[src/rtl/accu_sched_pkg.sv]
// Shared constants and helpers for the round-robin accumulator scheduler.
package accu_sched_pkg;

  localparam int N_REQ_DEF   = 4;
  localparam int DATA_W_DEF  = 8;
  localparam int BURST_DEF   = 4;
  localparam int SUM_W_DEF   = 10;
  localparam int TIMEOUT_DEF = 15;

  typedef logic [1:0] state_t;

  localparam state_t ST_IDLE = 2'd0;
  localparam state_t ST_FEED = 2'd1;
  localparam state_t ST_WAIT = 2'd2;
  localparam state_t ST_RESP = 2'd3;

  function automatic int calc_id_w(input int n);
    return (n <= 2) ? 1 : $clog2(n);
  endfunction

endpackage

[src/rtl/accu_sched_rr_arbiter.sv]
// Combinational round-robin pick: first request after ptr_i, wrapping modulo N_REQ.
module rr_arbiter #(
  parameter int N_REQ = 4,
  parameter int ID_W  = 2
) (
  input  logic [N_REQ-1:0] req_i,
  input  logic [ID_W-1:0]  ptr_i,
  input  logic             en_i,
  output logic [N_REQ-1:0] gnt_o,
  output logic [ID_W-1:0]  idx_o
);

  int              cand;
  logic [ID_W-1:0] cidx;
  logic            found;

  always_comb begin
    gnt_o = '0;
    idx_o = '0;
    found = 1'b0;
    cand  = 0;
    cidx  = '0;
    if (en_i) begin
      for (int k = 1; k <= N_REQ; k++) begin
        cand = (int'(ptr_i) + k) % N_REQ;
        cidx = ID_W'(cand);
        if (!found && req_i[cidx]) begin
          found       = 1'b1;
          gnt_o[cidx] = 1'b1;
          idx_o       = cidx;
        end
      end
    end
  end

endmodule

[src/rtl/accu_sched.sv]
// Shares one BURST-beat accumulator between N_REQ requesters, round-robin,
// and returns each sum tagged with the requester id over a valid/ready port.
module accu_sched
  import accu_sched_pkg::*;
#(
  parameter int N_REQ   = N_REQ_DEF,
  parameter int DATA_W  = DATA_W_DEF,
  parameter int BURST   = BURST_DEF,
  parameter int SUM_W   = SUM_W_DEF,
  parameter int TIMEOUT = TIMEOUT_DEF,
  parameter int ID_W    = calc_id_w(N_REQ)
) (
  input  logic                    clk,
  input  logic                    rst,
  input  logic [N_REQ-1:0]        req_valid,
  input  logic [N_REQ*DATA_W-1:0] req_data,
  output logic [N_REQ-1:0]        req_ready,
  output logic                    acc_valid_in,
  output logic [DATA_W-1:0]       acc_data_in,
  input  logic                    acc_valid_out,
  input  logic [SUM_W-1:0]        acc_data_out,
  output logic                    res_valid,
  output logic [ID_W-1:0]         res_id,
  output logic [SUM_W-1:0]        res_data,
  input  logic                    res_ready,
  output logic                    busy,
  output logic                    err_pulse
);

  localparam int BW = $clog2(BURST + 1);
  localparam int TW = $clog2(TIMEOUT + 1);

  state_t            state_q, state_d;
  logic [ID_W-1:0]   grant_q, grant_d;
  logic [ID_W-1:0]   ptr_q, ptr_d;
  logic [BW-1:0]     beat_q, beat_d;
  logic [TW-1:0]     tmo_q, tmo_d;
  logic              acc_valid_q;
  logic [DATA_W-1:0] acc_data_q;
  logic              res_valid_q;
  logic [ID_W-1:0]   res_id_q;
  logic [SUM_W-1:0]  res_data_q;
  logic              err_q;

  logic [N_REQ-1:0]  gnt_oh;
  logic [ID_W-1:0]   arb_idx;
  logic [DATA_W-1:0] gnt_sample;
  logic              beat, gap, last_beat, res_hit, tmo_hit, xfer;

  rr_arbiter #(
    .N_REQ (N_REQ),
    .ID_W  (ID_W)
  ) u_arb (
    .req_i (req_valid),
    .ptr_i (ptr_q),
    .en_i  (state_q == ST_IDLE),
    .gnt_o (gnt_oh),
    .idx_o (arb_idx)
  );

  always_comb begin
    gnt_sample = '0;
    for (int i = 0; i < N_REQ; i++) begin
      if (grant_q == ID_W'(i)) gnt_sample = req_data[i*DATA_W +: DATA_W];
    end
  end

  always_comb begin
    req_ready = '0;
    if (state_q == ST_FEED) req_ready[grant_q] = 1'b1;
  end

  assign beat      = (state_q == ST_FEED) && req_valid[grant_q];
  assign gap       = (state_q == ST_FEED) && !req_valid[grant_q];
  assign last_beat = beat && (beat_q == BW'(BURST - 1));
  // A result arriving on the final timeout cycle takes precedence over the abort.
  assign res_hit   = (state_q == ST_WAIT) && acc_valid_out;
  assign tmo_hit   = (state_q == ST_WAIT) && !acc_valid_out && (tmo_q == TW'(TIMEOUT - 1));
  assign xfer      = (state_q == ST_RESP) && res_ready;

  always_comb begin
    state_d = state_q;
    grant_d = grant_q;
    ptr_d   = ptr_q;
    beat_d  = beat_q;
    tmo_d   = tmo_q;
    case (state_q)
      ST_IDLE: begin
        if (|gnt_oh) begin
          grant_d = arb_idx;
          beat_d  = '0;
          tmo_d   = '0;
          state_d = ST_FEED;
        end
      end
      ST_FEED: begin
        if (gap) begin
          ptr_d   = grant_q;
          state_d = ST_IDLE;
        end else if (last_beat) begin
          state_d = ST_WAIT;
        end else begin
          beat_d = beat_q + 1'b1;
        end
      end
      ST_WAIT: begin
        if (res_hit) begin
          state_d = ST_RESP;
        end else if (tmo_hit) begin
          ptr_d   = grant_q;
          state_d = ST_IDLE;
        end else begin
          tmo_d = tmo_q + 1'b1;
        end
      end
      ST_RESP: begin
        if (xfer) begin
          ptr_d   = grant_q;
          state_d = ST_IDLE;
        end
      end
      default: state_d = ST_IDLE;
    endcase
  end

  always_ff @(posedge clk) begin
    if (rst) begin
      state_q     <= ST_IDLE;
      grant_q     <= '0;
      ptr_q       <= ID_W'(N_REQ - 1);
      beat_q      <= '0;
      tmo_q       <= '0;
      acc_valid_q <= 1'b0;
      acc_data_q  <= '0;
      res_valid_q <= 1'b0;
      res_id_q    <= '0;
      res_data_q  <= '0;
      err_q       <= 1'b0;
    end else begin
      state_q     <= state_d;
      grant_q     <= grant_d;
      ptr_q       <= ptr_d;
      beat_q      <= beat_d;
      tmo_q       <= tmo_d;
      acc_valid_q <= beat;
      err_q       <= gap || tmo_hit;
      if (beat) acc_data_q <= gnt_sample;
      if (res_hit) begin
        res_valid_q <= 1'b1;
        res_id_q    <= grant_q;
        res_data_q  <= acc_data_out;
      end else if (xfer) begin
        res_valid_q <= 1'b0;
      end
    end
  end

  assign acc_valid_in = acc_valid_q;
  assign acc_data_in  = acc_data_q;
  assign res_valid    = res_valid_q;
  assign res_id       = res_id_q;
  assign res_data     = res_data_q;
  assign err_pulse    = err_q;
  assign busy         = (state_q != ST_IDLE);

endmodule

[config.mk]
export PLATFORM = sky130hd
export DESIGN_NAME = accu_sched
export DESIGN_NICKNAME = d
export VERILOG_FILES = /design/src/rtl/accu_sched_pkg.sv /design/src/rtl/accu_sched_rr_arbiter.sv /design/src/rtl/accu_sched.sv
export SDC_FILE = /design/constraint.sdc
export NUM_CORES = 1
export LEC_CHECK = 0
export ABC_AREA = 1
export CORE_ASPECT_RATIO = 0.8
export CORE_MARGIN = 2
export CORE_UTILIZATION = 48
export CTS_CLUSTER_DIAMETER = 50
export CTS_CLUSTER_SIZE = 16
export DETAILED_ROUTE_END_ITERATION = 10
export GPL_TIMING_DRIVEN = 0
export PLACE_DENSITY = 0.92
export SLEW_MARGIN = 25
export SYNTH_ARGS = -nofsm -noshare
export SYNTH_HDL_FRONTEND = slang
export SYNTH_SLANG_ARGS = --single-unit
[constraint.sdc]
create_clock -name clk -period 5.45 [get_ports clk]
set_input_delay 0.545 -clock clk [delete_from_list [all_inputs] [get_ports clk]]
set_output_delay 0.545 -clock clk [all_outputs]
set_load 0.005 [all_outputs]
### Word level (Yosys, flattened, before mapping)

Index checks and enable logic that the tools add are counted.

| word-level totals | value |
|---|---|
| bits in registers | 36 |
| bits in latches | 0 |
| RAM bits | 0 |
| ROM bits | 0 |
| output and inout bits | 28 |
| memories kept | 0 |

| cells by class | value |
|---|---|
| add/subtract/negate cells | 6 |
| multiply operators | 0 |
| divide/modulo/power cells | 0 |
| $lt $le $gt $ge | 10 |
| equal/unequal tests | 18 |
| shifts and indexed selects | 0 |
| mux-type cells | 65 |
| bitwise operators | 3 |
| reductions and logical operators | 34 |

Operator list:

| operator | count |
|---|---|
| two-way mux 4 bit | 12 |
| two-way mux 8 bit | 4 |
| two-way mux 2 bit | 14 |
| two-way mux 1 bit | 18 |
| inequality test 2 bit, second input constant | 8 |
| logical AND 1 bit | 15 |
| < comparator 2 x 3 -> 1 bit, second input constant | 5 |
| OR 4 bit | 3 |
| AND reduction 4 bit | 3 |
| binary-select mux 1 bit (select 2 bit) | 5 |
| demux 1 bit (select 2 bit) | 5 |
| greater-or-equal comparator 2 x 1 -> 1 bit, second input constant | 5 |
| two-way mux 3 bit | 3 |
| equality test 2 bit, second input constant | 4 |
| case mux 2 bit (4 select lines) | 1 |
| case mux 4 bit (2 select lines) | 1 |
| nonzero test 2 bit | 4 |
| inequality test 3 bit, second input constant | 2 |
| case mux 2 bit (3 select lines) | 1 |
| case mux 3 bit (2 select lines) | 1 |
| zero test 1 bit | 5 |
| AND reduction 5 bit | 1 |
| adder 2 x 1 -> 2 bit, second input constant | 2 |
| adder 2 bit, second input constant | 2 |
| 10 further kinds | 12 |

### Logic depth before layout (Yosys ltp)

| logic depth | value |
|---|---|
| word-level depth | 20 |
| mapped depth | 14 |
| depth with buffers taken out | 13 |

### Hierarchy

From an unflattened synthesis, not the netlist that was laid out.

| second synthesis, totals | value |
|---|---|
| cell total of the unflattened synthesis | 351 |
| area, all modules | 2,386.0 µm² |

By module, submodules not included:

| module | instances | cells each | area an instance (µm²) | seq. area each (µm²) |
|---|---|---|---|---|
| accu_sched | 1 | 260 | 1,856.8 | 720.7 |
| rr_arbiter | 1 | 91 | 529.3 | 0.0 |

### Worst setup path before layout

Ideal clock, no wire load.

| timing path | value |
|---|---|
| path kind | register to register |
| start point | register ptr_q[1] |
| end point | register beat_q[0] |
| library setup time | 115 ps |
| arrival time | 1,746 ps |
| data required time | 5,335 ps |
| slack | 3,589 ps |
| cell stages (with the launch flop) | 13 |
| period minus slack after synthesis | 1,861 ps |
| cells stage by stage | dfxtp_1 > inv_1 > ha_1 > inv_1 > nand3_2 > nand2_4 > nor2_4 > nand2_2 > nand2_2 > nand3_2 > buf_6 > a21oi_1 > nor2_1 |

| between the ends | value |
|---|---|
| word-level cells in the longest chain between the ends | 20 |
| elaborated cells between the ends (all ways) | 58 |
| those cells by class | add/sub: 4; order compare: 8; eq/ne: 1; mux: 30; bitwise: 3; reduce/logical: 12 |

RTL lines:

| what | line | source |
|---|---|---|
| from (decl) | accu_sched.sv:35 | `logic [ID_W-1:0] ptr_q, ptr_d;` |
| from (signal assigned) | accu_sched.sv:130 | `ptr_q <= ID_W'(N_REQ - 1);` |
| from (signal assigned) | accu_sched.sv:142 | `ptr_q <= ptr_d;` |
| branches (longest 15 deep; another with < comparator 2 x 3 -> 1 bit) | - |  |
| two-way mux 4 bit (*) | accu_sched_rr_arbiter.sv:27 | `if (!found && req_i[cidx]) begin` |
| two-way mux 4 bit (*) | accu_sched_rr_arbiter.sv:23 | `if (en_i) begin` |
| OR reduction 4 bit (*) | accu_sched.sv:89 | `if (\|gnt_oh) begin` |
| inequality test 2 bit (no source line) (*) | - |  |
| AND reduction 4 bit (no source line) (*) | - |  |
| to (signal assigned) | accu_sched.sv:143 | `beat_q <= beat_d;` |
| to (decl) | accu_sched.sv:36 | `logic [BW-1:0] beat_q, beat_d;` |

Mark *: on every way between the ends. The select of a mux whose other input is x is not followed.
A chain may end at the register's enable or synchronous reset.

### Worst setup path after layout

| timing path | value |
|---|---|
| start point | register state_q[0] |
| end point | output port req_ready[1] |

| between the ends | value |
|---|---|
| word-level cells in the longest chain between the ends | 2 |

RTL lines:

| what | line | source |
|---|---|---|
| from (decl) | accu_sched.sv:33 | `state_t state_q, state_d;` |
| from (signal assigned) | accu_sched.sv:140 | `state_q <= state_d;` |
| equality test 2 x 1 -> 1 bit | accu_sched.sv:70 | `if (state_q == ST_FEED) req_ready[grant_q] = 1'b1;` |
| two-way mux 4 bit | accu_sched.sv:70 |  |
| to (decl) | accu_sched.sv:17 | `output logic [N_REQ-1:0] req_ready,` |

No other way between the ends.

==> results.yml <==
routing:
  firstDrtPassIters: 4
  route.met3.wl_um: 410
  drtIter0Drc: 120
  wl_met1_um: 2521
  wl_per_cell_um: 12.87
  routed_wl_um: 5919
  vias: 2397
  drc: 0
  ant_nets: 0
  highest_layer: "met4"
  via_per_inst: 5.211
  routed-wl-met2_um: 2898
timing:
  fmax_ghz: 0.4136
  skew_ns: 0.002413
  slew_headroom: 0.6496
  finalHoldViolations: 0
  rsz0062_at_grt: "false"
  fin_tns_setup_ns: 0
  fin_crit_ns: 2.418
  finalCritPeriodShare: 0.4436
  finalMaxSlewViolations: 0
  tightest_slew_ns: 0.5256
  finalSetupViolations: 0
floorplan:
  dieArea_mm2: 0.005041
  rows: 21
  die_h_um: 63.91
  die_w_um: 78.89
  ios: 78
  core-area_mm2: 0.004257
  start_util: 0.5059
critical_path:
  reg2reg_slack_ns: 3.29
  slowest_stage: "clkdlybuf4s50_1"
  cp.required_ns: 4.91
  cpPeakStageDelay_ns: 0.53
  worstPathCellList: "inv_1 -> nor2_2 -> inv_1 -> nor2_1 -> clkdlybuf4s50_1"
  r2r_cells: 12
  critPathTopFamily: "buffers and inverters"
  path_buf_inv: 3
  worstSetupPathType: "flip-flop to primary output"
  arrival_ns: 1.87
  crit_cells: 5
  cp_common_cell: "inv_1"
  crit_fanout: 6
  end_kind: "primary output"
  cp-start-kind: "flip-flop"
outcome:
  status: "finished clean"
worst_hold_path:
  holdPathStages: 2
  hp-class: "flip-flop to flip-flop"
cells_and_area:
  nFillCells: 366
  seqCellArea_um2: 720.7
  final_nets: 464
  syn2layout_area_growth_pct: 43.64
  final_cell_mix: "nand2_1 (78), clkdlybuf4s50_1 (76), nand3_1 (43), dfxtp_1 (36)"
  final_common_cell: "nand2_1"
  fin_cells: 460
  multi_input_area_mm2: 0.001241
  drive_gt1_frac: 0.09181
  diodes: 0
  final_core_util: 0.7266
clocking:
  cts_tree: "yes"
  postCtsSetupRepairBufs: 0
  ctsHtreeMaxLevel: 2
  cts_root_buf: "clkbuf_8"
  hold_buffers: 0
  clk_pin_slew_ns: 0.07
  cts.sinks: 36
  insertion_delay_ns: 0.29
  cts_resized: 0
  clk_path_buf_depth: 2
  cts_buffers: 5
pwr:
  power_switching_w: 0.0006100
  power_frac_clock: 0.165
  vdd_ir_drop_max_v: 0.0002177
  seqPwrFrac: 0.265
  p_leak_nw: 1.326
  p_per_area_mw_per_mm2: 446.9
  switching_share: 0.4413
  combinationalPowerShare: 0.570
  intPower_w: 0.0007723
place:
  dpl.cell_count: 452
  io_buffers: 76
  dpl.hpwl_um: 4649
  place.gp.congestion: 0.8559
yosys:
  ys_ff_latch: 36
  yosysSeqAreaShare: 0.3347
  synth_cell_types: 31
  syn_area_mm2: 0.002153
  netlist_instances: 319
  syn_area_per_cell_um2: 6.750
  syn_nets: 381
  yosys_warnings: 0
run:
  drv_cap: 0
global_routing:
  grt_pass1_vias: 2170
  grt-ovfl-total: 0
  antenna_found_initial: 0
  grt_max_degree: 12
  grt_pass1_wl_um: 9563
  grtUsageTotal: 0.2380
## worst min-delay path: cells and delay by family, from the launching register on
| family | cells | cell delay, ns |
|---|---|---|
| compound gates | 1 | 0.06 |
| flops | 1 | 0.31 |
| simple gates | 1 | 0.06 |
## Yosys cell counts
cell	instances	share of area
nand2_2	11	0.032
nor2_4	1	0.0052
o31ai_1	1	0.0035
clkbuf_1	7	0.012
o211ai_1	2	0.0070
or2_0	1	0.0029
o21ai_1	7	0.016
nand3_1	43	0.10
a21oi_1	23	0.053
nand4_2	1	0.0058
ha_1	12	0.070
nand2_4	1	0.0052
inv_6	1	0.0041
buf_2	2	0.0046
xor2_1	1	0.0041
o21ai_0	15	0.035
or2_2	1	0.0029
a211oi_1	1	0.0035
buf_4	1	0.0035
nand4_1	3	0.0087
o22ai_1	4	0.012
nor2_2	2	0.0058
dfxtp_1	36	0.33
nor2_1	26	0.045
clkinv_1	2	0.0035
inv_2	3	0.0052
inv_1	26	0.045
nand3_2	4	0.019
buf_6	2	0.010
xnor2_1	1	0.0041
nand2_1	78	0.14
## cell type report
class / instances / share of cell area
multi-input cells: 239 / 0.4013
repair buffers: 76 / 0.2460
flip-flops and latches: 36 / 0.2330
inverters: 32 / 0.04045
clock buffers: 6 / 0.02346
well taps: 57 / 0.02306
plain buffers: 12 / 0.02144
clock inverters: 2 / 0.01133
## power groups by stage
stage	Clock, W	Combinational, W	Sequential [W]
after floorplan	0	0.000549	0.000363
after global placement	0	0.000754	0.000367
after detailed placement	0	0.000779	0.000370
after CTS	0.000229	0.000784	0.000365
after global routing	0.000242	0.000885	0.000372
final	0.000228	0.000788	0.000366
## state kept, by name, summed over array words and instances, names as in the netlist
register,cells
res_data,10
acc_data_in,8
tmo_q,4
beat_q,3
grant_q,2
ptr_q,2
res_id,2
state_q,2
acc_valid_in,1
err_pulse,1
res_valid,1
## routing by layer
layer	GRT usage	vias to the layer above
met5	0	-
met4	0.06681	0
met3	0.06073	9
met2	0.4124	90
met1	0.2933	1088
li1	-	1210
## path summary, 6_finish.rpt
kind / startpoint / end
hold reg to reg: res_data[4] / res_data[4]
setup / recovery: state_q[0] / req_ready[1]
hold / removal: res_data[4] / res_data[4]
setup reg to reg: ptr_q[1] / beat_q[2]
## metrics by stage
step	power, W	setup slack (ns)	instance area, µm²	hold WS [ns]
after detailed placement	0.001149	3.278	2985	0.4585
after CTS	0.001378	3.041	3093	0.4703
after global routing	0.001500	2.932	3093	0.4851
final	0.001382	3.032	3093	0.4644
after global placement	0.001121	3.304	2985	0.4516
after floorplan	0.0009116	3.589	2153	0.4516
## logic make-up (layout without fill, tap and decap cells)
| family | after synthesis | after routing | share of synthesized area |
|---|---|---|---|
| fa+ha+maj | 12 | 12 | 0.06973 |
| compound gates | 53 | 53 | 0.1302 |
| flops | 36 | 36 | 0.3347 |
| xor+xnor | 2 | 2 | 0.008136 |
| buf+inv | 44 | 128 | 0.08890 |
| simple gates | 172 | 172 | 0.3684 |
Note: power is estimated with default switching activity, not from simulation.
==> variant (config.mk and constraints unchanged) <==
Change the package constant `DATA_W_DEF` from 8 to 7.
--- a/src/rtl/accu_sched_pkg.sv
+++ b/src/rtl/accu_sched_pkg.sv
@@ -2,7 +2,7 @@
 package accu_sched_pkg;
 
   localparam int N_REQ_DEF   = 4;
-  localparam int DATA_W_DEF  = 8;
+  localparam int DATA_W_DEF  = 7;
   localparam int BURST_DEF   = 4;
   localparam int SUM_W_DEF   = 10;
   localparam int TIMEOUT_DEF = 15;
Ports: changed (resized acc_data_in and req_data); port bits go from 78 to 73. No check against the original RTL was run, so the function may have changed too.
==> variant against the original RTL <==
Routed wire length down 1.1%; total power down 7.3%; first-iteration DRC count up 63%; clock skew up 0.0066 ns; design area down 3.3%; sequential cell count down 1; final cell count down 2.4%; worst setup slack worse by 0.13 ns; register-to-register slack worse by 0.02 ns; sequential share of layout area up 0.13 points; area after synthesis down 3.1%; critical path type unchanged.
==> variant: results (changes against the original RTL) <==
| Metric | Value |
|---|---|
| Routed WL per cell | 13.0 µm (+1.3%) |
| Gr usage total | 25.4% (+1.6 points) |
| Met2 GRT Util | 42.3% (+1.1 points) |
| Worst path arrival time | 2.00 ns (+0.13 ns) |
| Largest net degree at the start of global routing | 13 (+1) |
| Fillers | 308 (-16%) |
| Final Skew | 0.00903 ns (+0.00662 ns) |
| Initial antenna violation count | 0 (unchanged) |
| Reg-to-reg endpoint | beat_q[0]$_SDFFE_PP0P_ |
| Largest cells by area after synthesis | dfxtp_1 34%, nand2_1 16%, nor2_1 8.3%, nand3_1 7.9%, ha_1 7.2% |
| Placer congestion estimate | 0.853 (-0.40%) |
| Final non-filler cell total | 449 (-2.4%) |
| DP Worst Slack | 3.23 ns (-0.0462 ns) |
| Ratio of cells with drive above 1 in the final layout | 7.91% (-1.3 points) |
| Via count | 2,293 (-4.3%) |
| Synth Area in Compound Gates | 10.0% (-3.0 points) |
| Slowest cell on the critical path | clkdlybuf4s50_1 |
| Yosys cell types | 27 (-13%) |
| Largest stage delay on the critical path | 0.56 ns (+0.03 ns) |
| Seq/Total Area, Yosys | 33.6% (+0.12 points) |
| M1 wire length | 2460 µm (-2.6%) |
| Post-DP Area | 2880 µm² (-3.6%) |
| Status | finished, final reports clean |
| First-pass GRT wire length | 10,100 µm (+5.5%) |
| XOR/XNOR share of the synthesized area | 0.840% (+0.026 points) |
| Nets@finish | 449 (-3.2%) |
| Bufs on Longest Clock Path | 2 (unchanged) |
| VDD IR-drop max | 0.261 mV (+20%) |
| Met2 Routed Length | 2790 µm (-3.7%) |
| Synth Net Count | 370 (-2.9%) |
| Leak | 0.00131 µW (-1.0%) |
| FF-to-FF setup slack | 3.27 ns (-0.02 ns) |
| Final HPWL from detailed placement | 4430 µm (-4.7%) |
| Yosys warnings | 0 (unchanged) |
| Drt initial violations | 195 (+63%) |
| Crit. Startpoint | state_q[0]$_SDFFE_PP0P_ |
| Clock network latency to the later pin of the worst-skew pair | 0.29 ns (about the same) |
| Avg Cell Area, Syn | 6.69 µm² (-0.96%) |
| Post-synthesis adder-cell area fraction | 7.20% (+0.23 points) |
| Placed cells | 441 (-2.4%) |
| Crit path capture | req_ready[0] |
| Ys flop type | dfxtp_1 |
| Async set-reset flop share out of synthesis | 0% (unchanged) |
| Worst R2R Path Depth | 13 (+1) |
| Largest register FFs | 10 (unchanged) |
| I/O Buffers | 72 (-5.3%) |
| Tmin final | 2.55 ns (+0.128 ns) |
| Crit Path Max Fanout | 7 (+1) |
| GR Layer Usage met3 | 7.37% (+1.3 points) |
| Slew Limit Headroom | 66.8% (+1.8 points) |
| Vias in the first global route | 2,237 (+3.1%) |
| Met3 WL post-DR | 482 µm (+18%) |
| Grt met1 use | 31.1% (+1.7 points) |
| Synth cell count leaders | 88 x nand2_1, 46 x nor2_1, 35 x dfxtp_1, 33 x nand3_1, 25 x inv_1 |
-- variant: cell count changes in the layout (fill, tap and decap cells not counted), sizes merged, moves of 3 or more --
cell           change
a21oi              -6
buf                -3
clkdlybuf4s50      -4
nand2              +4
nand3             -12
nor2              +24
o21ai              -8
o22ai              -4
-- variant: where the power goes --
group	total (µW)	internal [µW]	switching (µW)	leakage [µW]
combinational	678	274	404	0.000970
clock	236	136	99.7	0.0000581
sequential	367	313	53.8	0.000285
-- variant: area by class of cell --
| type | count | area (µm²) | area share, % |
|---|---|---|---|
| multi-input combinational | 241 | 1230 | 41.1 |
| timing repair buffer | 72 | 721 | 24.1 |
| sequential | 35 | 701 | 23.4 |
| inverter | 28 | 110 | 3.68 |
| tap | 57 | 71.3 | 2.38 |
| clock buffer | 5 | 68.8 | 2.30 |
| buffer | 8 | 45.0 | 1.51 |
| clock inverter | 3 | 43.8 | 1.46 |
-- variant: how the worst min path moves through the flow --
stage                             endpoint  cells after the start  slack (ns)                         from
6_report            beat_q[2]$_SDFFE_PP0P_                      2        0.47       beat_q[2]$_SDFFE_PP0P_
5_1_grt        acc_data_in[6]$_SDFFE_PP0P_                      2        0.49  acc_data_in[6]$_SDFFE_PP0P_
3_5_place_dp        beat_q[1]$_SDFFE_PP0P_                      2        0.46       beat_q[1]$_SDFFE_PP0P_
3_3_place_gp        beat_q[2]$_SDFFE_PP0P_                      2        0.45       beat_q[2]$_SDFFE_PP0P_
2_1_floorplan       beat_q[2]$_SDFFE_PP0P_                      2        0.44       beat_q[2]$_SDFFE_PP0P_
4_1_cts             beat_q[1]$_SDFFE_PP0P_                      2        0.47       beat_q[1]$_SDFFE_PP0P_
